`config.mk`:
```
export PLATFORM = sky130hd
export DESIGN_NAME = icache
export DESIGN_NICKNAME = d
export VERILOG_FILES = /design/src/rtl/cpu_types_pkg.sv /design/src/rtl/icache.sv
export SDC_FILE = /design/constraint.sdc
export NUM_CORES = 1
export LEC_CHECK = 0
export BUFFER_PORTS_ARGS = -buffer_cell sky130_fd_sc_hd__buf_2
export CORE_MARGIN = 10
export CORE_UTILIZATION = 55
export DETAILED_ROUTE_END_ITERATION = 6
export GPL_ROUTABILITY_DRIVEN = 0
export HOLD_SLACK_MARGIN = 0.1
export MAX_ROUTING_LAYER = met4
export PLACE_DENSITY = 0.72
export SYNTH_ARGS = -nofsm -noshare
export SYNTH_HDL_FRONTEND = slang
export SYNTH_SLANG_ARGS = --single-unit
```
`constraint.sdc`:
```
create_clock -name CLK -period 4.2 [get_ports CLK]
set_input_delay 0.63 -clock CLK [delete_from_list [all_inputs] [get_ports CLK]]
set_output_delay 0.63 -clock CLK [all_outputs]
set_load 0.02 [all_outputs]
```
`src/rtl/cpu_types_pkg.sv`:
```
// Shared CPU types: instruction-cache address decode, frame layout and fill FSM states.
package cpu_types_pkg;

    localparam int ICACHE_SETS  = 16;
    localparam int ICACHE_IDX_W = $clog2(ICACHE_SETS);
    localparam int ICACHE_TAG_W = 30 - ICACHE_IDX_W;

    typedef struct packed {
        logic [ICACHE_TAG_W-1:0] tag;
        logic [ICACHE_IDX_W-1:0] idx;
        logic [1:0]              bytoff;
    } icachef_t;

    typedef struct packed {
        logic                    valid;
        logic [ICACHE_TAG_W-1:0] tag;
        logic [31:0]             data;
    } icache_frame_t;

    typedef enum logic {
        IDLE  = 1'b0,
        FETCH = 1'b1
    } icache_state_t;

endpackage

```
`src/rtl/icache.sv`:
```
// Direct-mapped read-only instruction cache, one word per frame, single-word fill on miss.
module icache
    import cpu_types_pkg::*;
#(
    parameter int SETS = ICACHE_SETS
) (
    input  logic        CLK,
    input  logic        nRST,
    input  logic        imemREN,
    input  logic [31:0] imemaddr,
    input  logic        halt,
    output logic        ihit,
    output logic [31:0] imemload,
    output logic        iREN,
    output logic [31:0] iaddr,
    input  logic [31:0] iload,
    input  logic        iwait
);

    icache_frame_t frames [SETS];
    icache_state_t state, next_state;
    logic [31:0]   miss_addr;
    icachef_t      req, miss;
    logic          hit, latch_miss, fill;
    logic          unused_bytoff;

    assign req  = icachef_t'(imemaddr);
    assign miss = icachef_t'(miss_addr);
    assign unused_bytoff = ^{req.bytoff, miss.bytoff};

    assign hit      = frames[req.idx].valid && (frames[req.idx].tag == req.tag);
    assign imemload = frames[req.idx].data;
    assign iaddr    = miss_addr;

    always_ff @(posedge CLK or negedge nRST) begin
        if (!nRST) begin
            state     <= IDLE;
            miss_addr <= '0;
            for (int i = 0; i < SETS; i++) begin
                frames[i] <= '0;
            end
        end else begin
            state <= next_state;
            if (latch_miss) begin
                miss_addr <= {imemaddr[31:2], 2'b00};
            end
            if (fill) begin
                frames[miss.idx] <= '{valid: 1'b1, tag: miss.tag, data: iload};
            end
        end
    end

    // iREN is decoded from state alone so memory never sees a combinational path from iwait.
    always_comb begin
        next_state = state;
        ihit       = 1'b0;
        iREN       = 1'b0;
        latch_miss = 1'b0;
        fill       = 1'b0;
        case (state)
            IDLE: begin
                ihit = imemREN & hit;
                if (imemREN && !hit && !halt) begin
                    latch_miss = 1'b1;
                    next_state = FETCH;
                end
            end
            FETCH: begin
                iREN = 1'b1;
                if (!iwait) begin
                    fill       = 1'b1;
                    next_state = IDLE;
                end
            end
            default: next_state = IDLE;
        endcase
    end

endmodule

```
After elaboration in Yosys (flattened, before gate mapping)
Index checks and enable logic that the tools add are counted.

word-level totals
  bits in registers = 975
  input port bits = 69
  output and inout port bits = 66
  word-level logic and storage cells = 78

cells by class
  order comparisons = 3
  eq/ne operators = 1
  muxes and demuxes = 14
  bitwise gates (word level) = 4
  reduce and logical (&&, ||, !) cells = 6

operators with widths
  kind                                                                  count
  944-bit bitwise mux                                                   1
  59-bit binary-select mux with 4-bit select                            1
  59-bit demux with 4-bit select                                        1
  59-bit two-way mux                                                    3
  26-bit == test                                                        1
  5-bit >= comparator, second input constant                            2
  4-bit NOT with 5-bit output                                           2
  1-bit two-way mux                                                     7
  5-bit by 1-bit < comparator with 1-bit output, second input constant  1
  1-bit logical AND                                                     4
  1-bit logical NOT                                                     2
  1-bit case mux with 2 select lines                                    1
  1-bit bitwise AND                                                     1
  1-bit NOT                                                             1

Longest topological paths before layout
Gate-level depths: netlist of the first run.

  word-level depth = 11
  depth in mapped cells = 13
  gate-level depth less buffers = 8

Least setup slack after synthesis of the first run
No wires, ideal clock.

  path type = input to output
  start point = input port imemaddr[2]
  end point = output port imemload[23]
  arrival = 3.307 ns
  required time = 3.570 ns
  slack = 0.263 ns
  stages = 8
  buffers on the path = 6
  cell sequence = buf_6 > buf_8 > buf_4 > buf_2 > buf_1 > buf_2 > mux4_2 > mux4_2

between the ends
  word-level cells in the longest chain between the ends = 4

RTL lines
  what                                                   RTL line      text
  from (decl)                                            icache.sv:10  input logic [31:0] imemaddr,
  4-bit NOT with 5-bit output (not written as such)      icache.sv:32  assign imemload = frames[req.idx].data;
  59-bit binary-select mux with 4-bit select             icache.sv:32
  59-bit two-way mux (not written as such) (2 in a row)  icache.sv:32
  to (decl)                                              icache.sv:13  output logic [31:0] imemload,

Every way passes these cells. The select of a mux whose other input is x is not followed.

Worst setup path in the final report of the first run
  start point = input port imemaddr[2]
  end point = output port ihit

between the ends
  word-level cells in the longest chain between the ends = 8

RTL lines
  what                                                   RTL line      text
  4-bit NOT with 5-bit output (not written as such) (*)  icache.sv:31  assign hit = frames[req.idx].valid && (frames[req.idx].tag == req.tag);
  59-bit binary-select mux with 4-bit select (*)         icache.sv:31
  59-bit two-way mux (*) (2 in a row)                    -
  26-bit == test                                         icache.sv:31
  1-bit logical AND (*)                                  icache.sv:31
  1-bit bitwise AND (*)                                  icache.sv:62  ihit = imemREN & hit;
  1-bit two-way mux (*)                                  icache.sv:60  case (state)
  to (decl)                                              icache.sv:12  output logic ihit,

Every way passes the cells marked *; elsewhere a longest branch is shown, timed or not. The select of a mux whose other input is x is not followed.

==> results of run 1 <==
==> logic make-up after synthesis <==
kind of cell	Yosys count	synth area share, %
buffers and inverters	241	2.40
xor gates and xnor gates	21	0.416
muxes	1268	39.0
other	1	0.00848
AOI/OAI and AO/OA	64	1.00
DFF	975	55.2
and+or+nand+nor	150	1.99
==> where the power goes <==
part / switching, mW / leakage, nW / total (mW) / internal, mW
clock: 3.73 / 1.74 / 9.43 / 5.70
combinational: 2.87 / 9.00 / 7.89 / 5.02
sequential: 2.11 / 12.8 / 15.3 / 13.2
total: 8.70 / 23.6 / 32.6 / 23.9
==> metal layers <==
metal / up-vias / global-route usage [%] / share of wire, %
li1: 10400 / - / -
met1: 13700 / 32.8 / 42
met2: 637 / 41.2 / 50
met3: 198 / 3.60 / 4.8
met4: 0 / 7.60 / 2.9
met5: - / - / 0
==> through the flow <==
| stage | hold WS, ps | power (mW) | setup slack, ps | cell area (um2) |
|---|---|---|---|---|
| CTS | 219 | 32.8 | 3.65 | 50100 |
| floorplan | 334 | 20.8 | 263 | 44200 |
| global route | 236 | 34.2 | 32.1 | 50300 |
| global placement | 444 | 22.5 | -348 | 46600 |
| detailed placement | 451 | 23.3 | -245 | 46600 |
| finish | 249 | 32.6 | 139 | 50300 |
==> cell usage after synthesis (all sizes together), types with 6 or more instances <==
library cell	instances	share of area [%]
clkbuf	107	0.91
xor2	7	0.14
nor2b	10	0.14
nor2	22	0.19
nor4b	6	0.12
buf	129	1.4
nor3	8	0.10
o21ai	22	0.25
xnor2	14	0.28
or2	7	0.099
mux2i	30	0.68
mux2	983	25
dfrtp	975	55
nand2	22	0.19
nand3	13	0.15
mux4	255	13
o22ai	10	0.14
nand4	6	0.085
nand2b	24	0.34
==> timing repair <==
| item | in CTS | in global routing |
|---|---|---|
| endpoints found under the hold margin | 10 | 0 |
| hold buffers | 1 | 0 |
| setup endpoints to repair | 1 | 1 |
| pin swaps | 0 | 1 |
| resized for setup | 2 | 8 |
| setup buffers | 0 | 13 |
==> registers in the layout, summed over array words and instances, names as in the netlist <==
name / count
state: 1
iaddr: 30
frames: 944
==> final timing paths <==
| kind | start | slack [ps] | cells after the start | to |
|---|---|---|---|---|
| worst max register to register | frames[170]$_DFFE_PN0P_ | 1000 | 9 | iaddr[5]$_DFFE_PN0P_ |
| min in group asynchronous | nRST | 650 | 2 | frames[231]$_DFFE_PN0P_ |
| worst max-delay path | imemaddr[2] | 140 | 11 | ihit |
| worst min-delay path | imemaddr[15] | 250 | 2 | iaddr[15]$_DFFE_PN0P_ |
| max in group asynchronous | nRST | 2330 | 4 | frames[83]$_DFFE_PN0P_ |
| worst min register to register | frames[471]$_DFFE_PN0P_ | 460 | 1 | frames[471]$_DFFE_PN0P_ |
==> layout by cell type (no fill, tap or decap), types with 20 or more instances in the layout <==
master     instances
buf_2            126
mux4_2           252
mux2_4            29
nor2_1            21
nand2b_1          24
clkbuf_8          20
dfrtp_1          975
clkbuf_16        103
o21ai_0           22
clkinv_2          21
clkbuf_1          21
mux2_2           954
buf_4             96
mux2i_1           30
buf_12            33
==> area by class of cell <==
cell class | instances | area, um2
fill | 5591 | 29100
tap | 1050 | 1310
clock inverter | 44 | 617
timing repair buffer | 261 | 2120
multi-input combinational | 1505 | 18900
sequential | 975 | 24400
antenna | 4 | 10.0
inverter | 5 | 21.3
clock buffer | 143 | 2920
==> critical path, stage by stage <==
cell     delay (ps)
buf_16          170
buf_16          180
mux4_1          560
mux4_2          480
xor2_1          180
nor4_4          310
buf_4           200
nand4_1         100
nor4_2          240
buf_4           180
buf_2           170
==> run_summary.xml, run 1 <==
<?xml version="1.0" encoding="UTF-8"?>
<metrics>
  <group name="outcome">
    <metric name="status" unit="">finished clean</metric>
  </group>
  <group name="sta">
    <metric name="timing_worst_slew_pin_value" unit="ps">1010</metric>
    <metric name="post-route-min-period" unit="ps">4060</metric>
    <metric name="final_hold_viol_count" unit="">0</metric>
    <metric name="share_of_the_clock_period_used_by_the_worst_path_after_layout" unit="%">96.7</metric>
    <metric name="setup_viol_count_final" unit="">0</metric>
    <metric name="fin_tns_setup" unit="ps">0</metric>
    <metric name="timing_max_transition_violations_final" unit="">0</metric>
    <metric name="worst_setup_skew_after_layout" unit="ps">17.7</metric>
    <metric name="setup_repair_after_global_routing_missed_its_margin" unit="">no</metric>
    <metric name="maxSlewHeadroom" unit="%">32.7</metric>
    <metric name="achievable-frequency" unit="GHz">0.246</metric>
  </group>
  <group name="clock_tree">
    <metric name="clock_insertion_delay_at_the_later_pin_of_the_skew_report" unit="ps">660</metric>
    <metric name="cts_max_level" unit="">3</metric>
    <metric name="tritoncts_clock_tree" unit="">yes</metric>
    <metric name="cts-buffers-inserted" unit="">101</metric>
    <metric name="cts_sinks" unit="">975</metric>
    <metric name="clk_tree_root_cell" unit="">clkbuf_16</metric>
    <metric name="clk_pin_slew_worst_paths" unit="ps">60</metric>
    <metric name="clock_tree.buffer_depth" unit="">3</metric>
  </group>
  <group name="pwr">
    <metric name="p_leak" unit="nW">23.6</metric>
    <metric name="ir_worst_vdd" unit="V">0.000368</metric>
    <metric name="power_density" unit="nW/um2">648</metric>
  </group>
  <group name="logic_synthesis">
    <metric name="instance_count_of_the_mapped_netlist" unit="">2720</metric>
    <metric name="yosys_register_bits" unit="">975</metric>
    <metric name="postSynth.topFlopCell" unit="">dfrtp_1</metric>
    <metric name="netlist-cell-type-count" unit="">61</metric>
    <metric name="ys_seq_area_share" unit="%">55.2</metric>
    <metric name="synth_warnings" unit="">0</metric>
    <metric name="mean_cell_area_of_the_mapped_netlist" unit="um2">16.3</metric>
    <metric name="synthArstFlopShare" unit="%">100</metric>
    <metric name="synth_area" unit="um2">44200</metric>
    <metric name="synth_enable_flop_cells" unit="">0</metric>
  </group>
  <group name="place">
    <metric name="place.detailed.hpwl" unit="um">66300</metric>
    <metric name="port-buffer-count" unit="">130</metric>
    <metric name="post-place-cells" unit="">3782</metric>
  </group>
  <group name="floorplan">
    <metric name="rows" unit="">103</metric>
    <metric name="initial_core_util" unit="%">55.7</metric>
    <metric name="io-pin-count" unit="">135</metric>
    <metric name="die_height" unit="um">303</metric>
    <metric name="die-area" unit="um2">92100</metric>
    <metric name="die_width" unit="um">303</metric>
    <metric name="core-area" unit="um2">79400</metric>
  </group>
  <group name="layout">
    <metric name="final_net_count" unit="">2918</metric>
    <metric name="layout-drive-gt1-share" unit="%">57.8</metric>
    <metric name="layout-area-overhead-vs-synth" unit="%">13.8</metric>
    <metric name="layout.cells.non_filler" unit="">3987</metric>
    <metric name="finish.utilization" unit="%">63.3</metric>
  </group>
  <group name="route">
    <metric name="antenna_left" unit="">0</metric>
    <metric name="avgRoutedWirePerCell" unit="um">27.9</metric>
    <metric name="dr_total_vias" unit="">24900</metric>
    <metric name="drc_markers" unit="">0</metric>
    <metric name="initialDrtViolationCount" unit="">1900</metric>
    <metric name="drt_pass1_iterations" unit="">5</metric>
    <metric name="viasPerCell" unit="">6.26</metric>
    <metric name="finalWirelength" unit="um">111000</metric>
  </group>
  <group name="min_path">
    <metric name="worst_hold_check_path_type" unit="">in -&gt; reg</metric>
  </group>
  <group name="setup_path">
    <metric name="critPathMaxFanout" unit="">15</metric>
    <metric name="endpoint_kind" unit="">output port</metric>
    <metric name="worst_ep_required_time" unit="ps">3570</metric>
    <metric name="crit_path_start_kind" unit="">primary input</metric>
    <metric name="wp_data_arrival" unit="ps">3430</metric>
    <metric name="critPathKind" unit="">in -&gt; out</metric>
  </group>
  <group name="global_route">
    <metric name="grt_pass1_vias" unit="">27700</metric>
    <metric name="globalRouteTotalUtil" unit="%">25.2</metric>
    <metric name="global_route_wire_length_before_repair" unit="um">171000</metric>
    <metric name="grt_overflow" unit="">0</metric>
    <metric name="antenna_found_initial" unit="">4</metric>
    <metric name="pin_count_of_the_biggest_net_entering_global_routing" unit="">102</metric>
  </group>
  <group name="flow_run">
    <metric name="max_cap_violations" unit="">0</metric>
  </group>
</metrics>
Note: power is estimated with default switching activity, not from simulation.
==> run 2, diff against run 1 <==
--- a/config.mk
+++ b/config.mk
@@ -12,7 +12,7 @@
 export GPL_ROUTABILITY_DRIVEN = 0
 export HOLD_SLACK_MARGIN = 0.1
 export MAX_ROUTING_LAYER = met4
-export PLACE_DENSITY = 0.72
+export PLACE_DENSITY = 0.69
 export SYNTH_ARGS = -nofsm -noshare
 export SYNTH_HDL_FRONTEND = slang
 export SYNTH_SLANG_ARGS = --single-unit
==> run 2 against run 1 <==
Total power decreased by 1.5%. Routed wire length decreased by 0.65%. Non-clock buffer count decreased by 31. Maximum frequency about the same. Via count decreased by 1.0%. Worst setup slack improved by 0.93 ps. Hold slack about the same. Count of clock-buffer cells in the layout increased by 9. Clock skew increased by 2.7 ps. Design area decreased by 0.84%. First-iteration DRC count decreased by 16%. Largest cell class unchanged. Highest routed layer unchanged.
==> run_summary.xml, run 2 (synthesis results as in run 1) <==
<?xml version="1.0" encoding="UTF-8"?>
<metrics>
  <group name="layout">
    <metric name="final_net_count" unit="">2888</metric>
    <metric name="largest_register_ff_count" unit="">944</metric>
    <metric name="finish.utilization" unit="%">62.8</metric>
    <metric name="largest-register" unit="">frames</metric>
    <metric name="layout.cells.non_filler" unit="">3963</metric>
    <metric name="most-common-layout-cells" unit="">975 x dfrtp_1, 954 x mux2_2, 252 x mux4_2</metric>
    <metric name="num-fill-cells" unit="">5788</metric>
    <metric name="layout-drive-gt1-share" unit="%">57.4</metric>
    <metric name="final_common_cell" unit="">dfrtp_1</metric>
    <metric name="layout-area-overhead-vs-synth" unit="%">12.8</metric>
    <metric name="storage_element_area" unit="um2">24400</metric>
    <metric name="multi_input_area" unit="um2">18900</metric>
  </group>
  <group name="floorplan">
    <metric name="io-pin-count" unit="">135</metric>
    <metric name="die_height" unit="um">303</metric>
    <metric name="rows" unit="">103</metric>
    <metric name="die_width" unit="um">303</metric>
    <metric name="core-area" unit="um2">79400</metric>
    <metric name="initial_core_util" unit="%">55.7</metric>
    <metric name="die-area" unit="um2">92100</metric>
  </group>
  <group name="pwr">
    <metric name="ir_worst_vdd" unit="V">0.000373</metric>
    <metric name="p_leak" unit="nW">23.3</metric>
    <metric name="power.total" unit="mW">32.1</metric>
    <metric name="power_density" unit="nW/um2">644</metric>
  </group>
  <group name="place">
    <metric name="port-buffer-count" unit="">130</metric>
    <metric name="post-place-cells" unit="">3764</metric>
    <metric name="place.detailed.hpwl" unit="um">65000</metric>
  </group>
  <group name="outcome">
    <metric name="status" unit="">finished clean</metric>
  </group>
  <group name="route">
    <metric name="drt_pass1_iterations" unit="">5</metric>
    <metric name="viasPerCell" unit="">6.23</metric>
    <metric name="avgRoutedWirePerCell" unit="um">27.9</metric>
    <metric name="antenna_left" unit="">0</metric>
    <metric name="initialDrtViolationCount" unit="">1602</metric>
    <metric name="finalWirelength" unit="um">110000</metric>
    <metric name="dr_total_vias" unit="">24700</metric>
    <metric name="drc_markers" unit="">0</metric>
  </group>
  <group name="sta">
    <metric name="timing_worst_slew_pin_value" unit="ps">1220</metric>
    <metric name="worst_setup_skew_after_layout" unit="ps">20.4</metric>
    <metric name="achievable-frequency" unit="GHz">0.246</metric>
    <metric name="holdWs" unit="ps">249</metric>
    <metric name="timing_max_transition_violations_final" unit="">0</metric>
    <metric name="final_hold_viol_count" unit="">0</metric>
    <metric name="setup_viol_count_final" unit="">0</metric>
    <metric name="maxSlewHeadroom" unit="%">18.8</metric>
    <metric name="fin_tns_setup" unit="ps">0</metric>
    <metric name="share_of_the_clock_period_used_by_the_worst_path_after_layout" unit="%">96.7</metric>
    <metric name="post-route-min-period" unit="ps">4060</metric>
    <metric name="setup_repair_after_global_routing_missed_its_margin" unit="">no</metric>
  </group>
  <group name="setup_path">
    <metric name="endpoint_kind" unit="">output port</metric>
    <metric name="worst_ep_required_time" unit="ps">3570</metric>
    <metric name="critical_path_buf_inv_count" unit="">6</metric>
    <metric name="cpLargestDelayFamily" unit="">buffers and inverters</metric>
    <metric name="critPathSlowestCell" unit="">mux4_2</metric>
    <metric name="cell_chain_of_the_critical_path" unit="">buf_8, buf_12, buf_12, mux4_2, mux4_2, xnor2_1, buf_4, and4_1, nand4_1, nor4_2, buf_4, buf_2</metric>
    <metric name="critPathMaxFanout" unit="">18</metric>
    <metric name="wp_data_arrival" unit="ps">3430</metric>
    <metric name="crit_path_start_kind" unit="">primary input</metric>
    <metric name="cp_slowest_stage_delay" unit="ps">510</metric>
    <metric name="critPathKind" unit="">in -&gt; out</metric>
  </group>
  <group name="min_path">
    <metric name="worst_hold_check_path_type" unit="">in -&gt; reg</metric>
  </group>
  <group name="clock_tree">
    <metric name="clock_insertion_delay_at_the_later_pin_of_the_skew_report" unit="ps">660</metric>
    <metric name="cts_max_level" unit="">3</metric>
    <metric name="clk_tree_root_cell" unit="">clkbuf_16</metric>
    <metric name="cts-buffers-inserted" unit="">102</metric>
    <metric name="cts_sinks" unit="">975</metric>
    <metric name="clock_tree.buffer_depth" unit="">3</metric>
    <metric name="tritoncts_clock_tree" unit="">yes</metric>
    <metric name="clk_pin_slew_worst_paths" unit="ps">60</metric>
  </group>
  <group name="global_route">
    <metric name="grt_pass1_vias" unit="">27200</metric>
    <metric name="global_route_wire_length_before_repair" unit="um">169000</metric>
    <metric name="globalRouteTotalUtil" unit="%">25.0</metric>
    <metric name="antenna_found_initial" unit="">12</metric>
    <metric name="grt_overflow" unit="">0</metric>
    <metric name="pin_count_of_the_biggest_net_entering_global_routing" unit="">177</metric>
  </group>
  <group name="flow_run">
    <metric name="max_cap_violations" unit="">0</metric>
  </group>
</metrics>
run 2: repair_timing:
| action | in CTS | in global routing |
|---|---|---|
| setup buffers | 0 | 0 |
| hold buffers | 1 | 0 |
| endpoints found under the setup margin | 0 | 1 |
| endpoints found under the hold margin | 31 | 0 |
| resized for setup | 0 | 7 |
run 2: worst paths after layout:
kind / from / endpoint / slack [ps] / depth (start not counted)
max in group asynchronous: nRST / frames[429]$_DFFE_PN0P_ / 2430 / 3
min in group asynchronous: nRST / frames[327]$_DFFE_PN0P_ / 490 / 2
hold / removal: imemaddr[15] / iaddr[15]$_DFFE_PN0P_ / 250 / 2
setup / recovery: imemaddr[2] / ihit / 140 / 12
setup reg to reg: frames[52]$_DFFE_PN0P_ / iaddr[2]$_DFFE_PN0P_ / 1150 / 9
hold reg to reg: frames[825]$_DFFE_PN0P_ / frames[825]$_DFFE_PN0P_ / 460 / 1
run 2: layer usage:
metal | track usage, % | part of all wire, % | wire [um]
met2 | 40.5 | 50 | 55600
met1 | 31.8 | 42 | 45900
met5 | - | 0 | 0
met4 | 8.08 | 2.9 | 3240
met3 | 4.41 | 5.1 | 5690
run 2: area by class of cell:
cell class / instances / share of cell area, %
inverters: 5 / 0.0427
repair buffers: 230 / 3.66
diodes: 10 / 0.0502
multi-input cells: 1505 / 37.9
well taps: 1050 / 2.63
clock buffers: 152 / 6.06
clock inverters: 36 / 0.753
flip-flops and latches: 975 / 48.9
run 2: worst register-to-register path: cells and delay by family, from the launching register on:
family | cells | cell delay [ps]
mux | 3 | 1280
simple gates | 2 | 540
buf+inv | 2 | 430
flops | 1 | 380
xor+xnor | 1 | 170
compound gates | 1 | 130
run 2: power breakdown:
group	switching, mW	leakage, nW	internal [mW]
clock	3.75	1.69	5.29
sequential	2.09	12.8	13.2
combinational	2.82	8.82	4.99
total	8.65	23.3	23.5
run 2: per-stage QoR:
| stage | setup WS [ps] | area [um2] |
|---|---|---|
| detailed placement | 102 | 46400 |
| floorplan | 263 | 44200 |
| global route | 11.8 | 49900 |
| CTS | 71.4 | 49800 |
| finish | 140 | 49900 |
| global placement | 42.0 | 46400 |
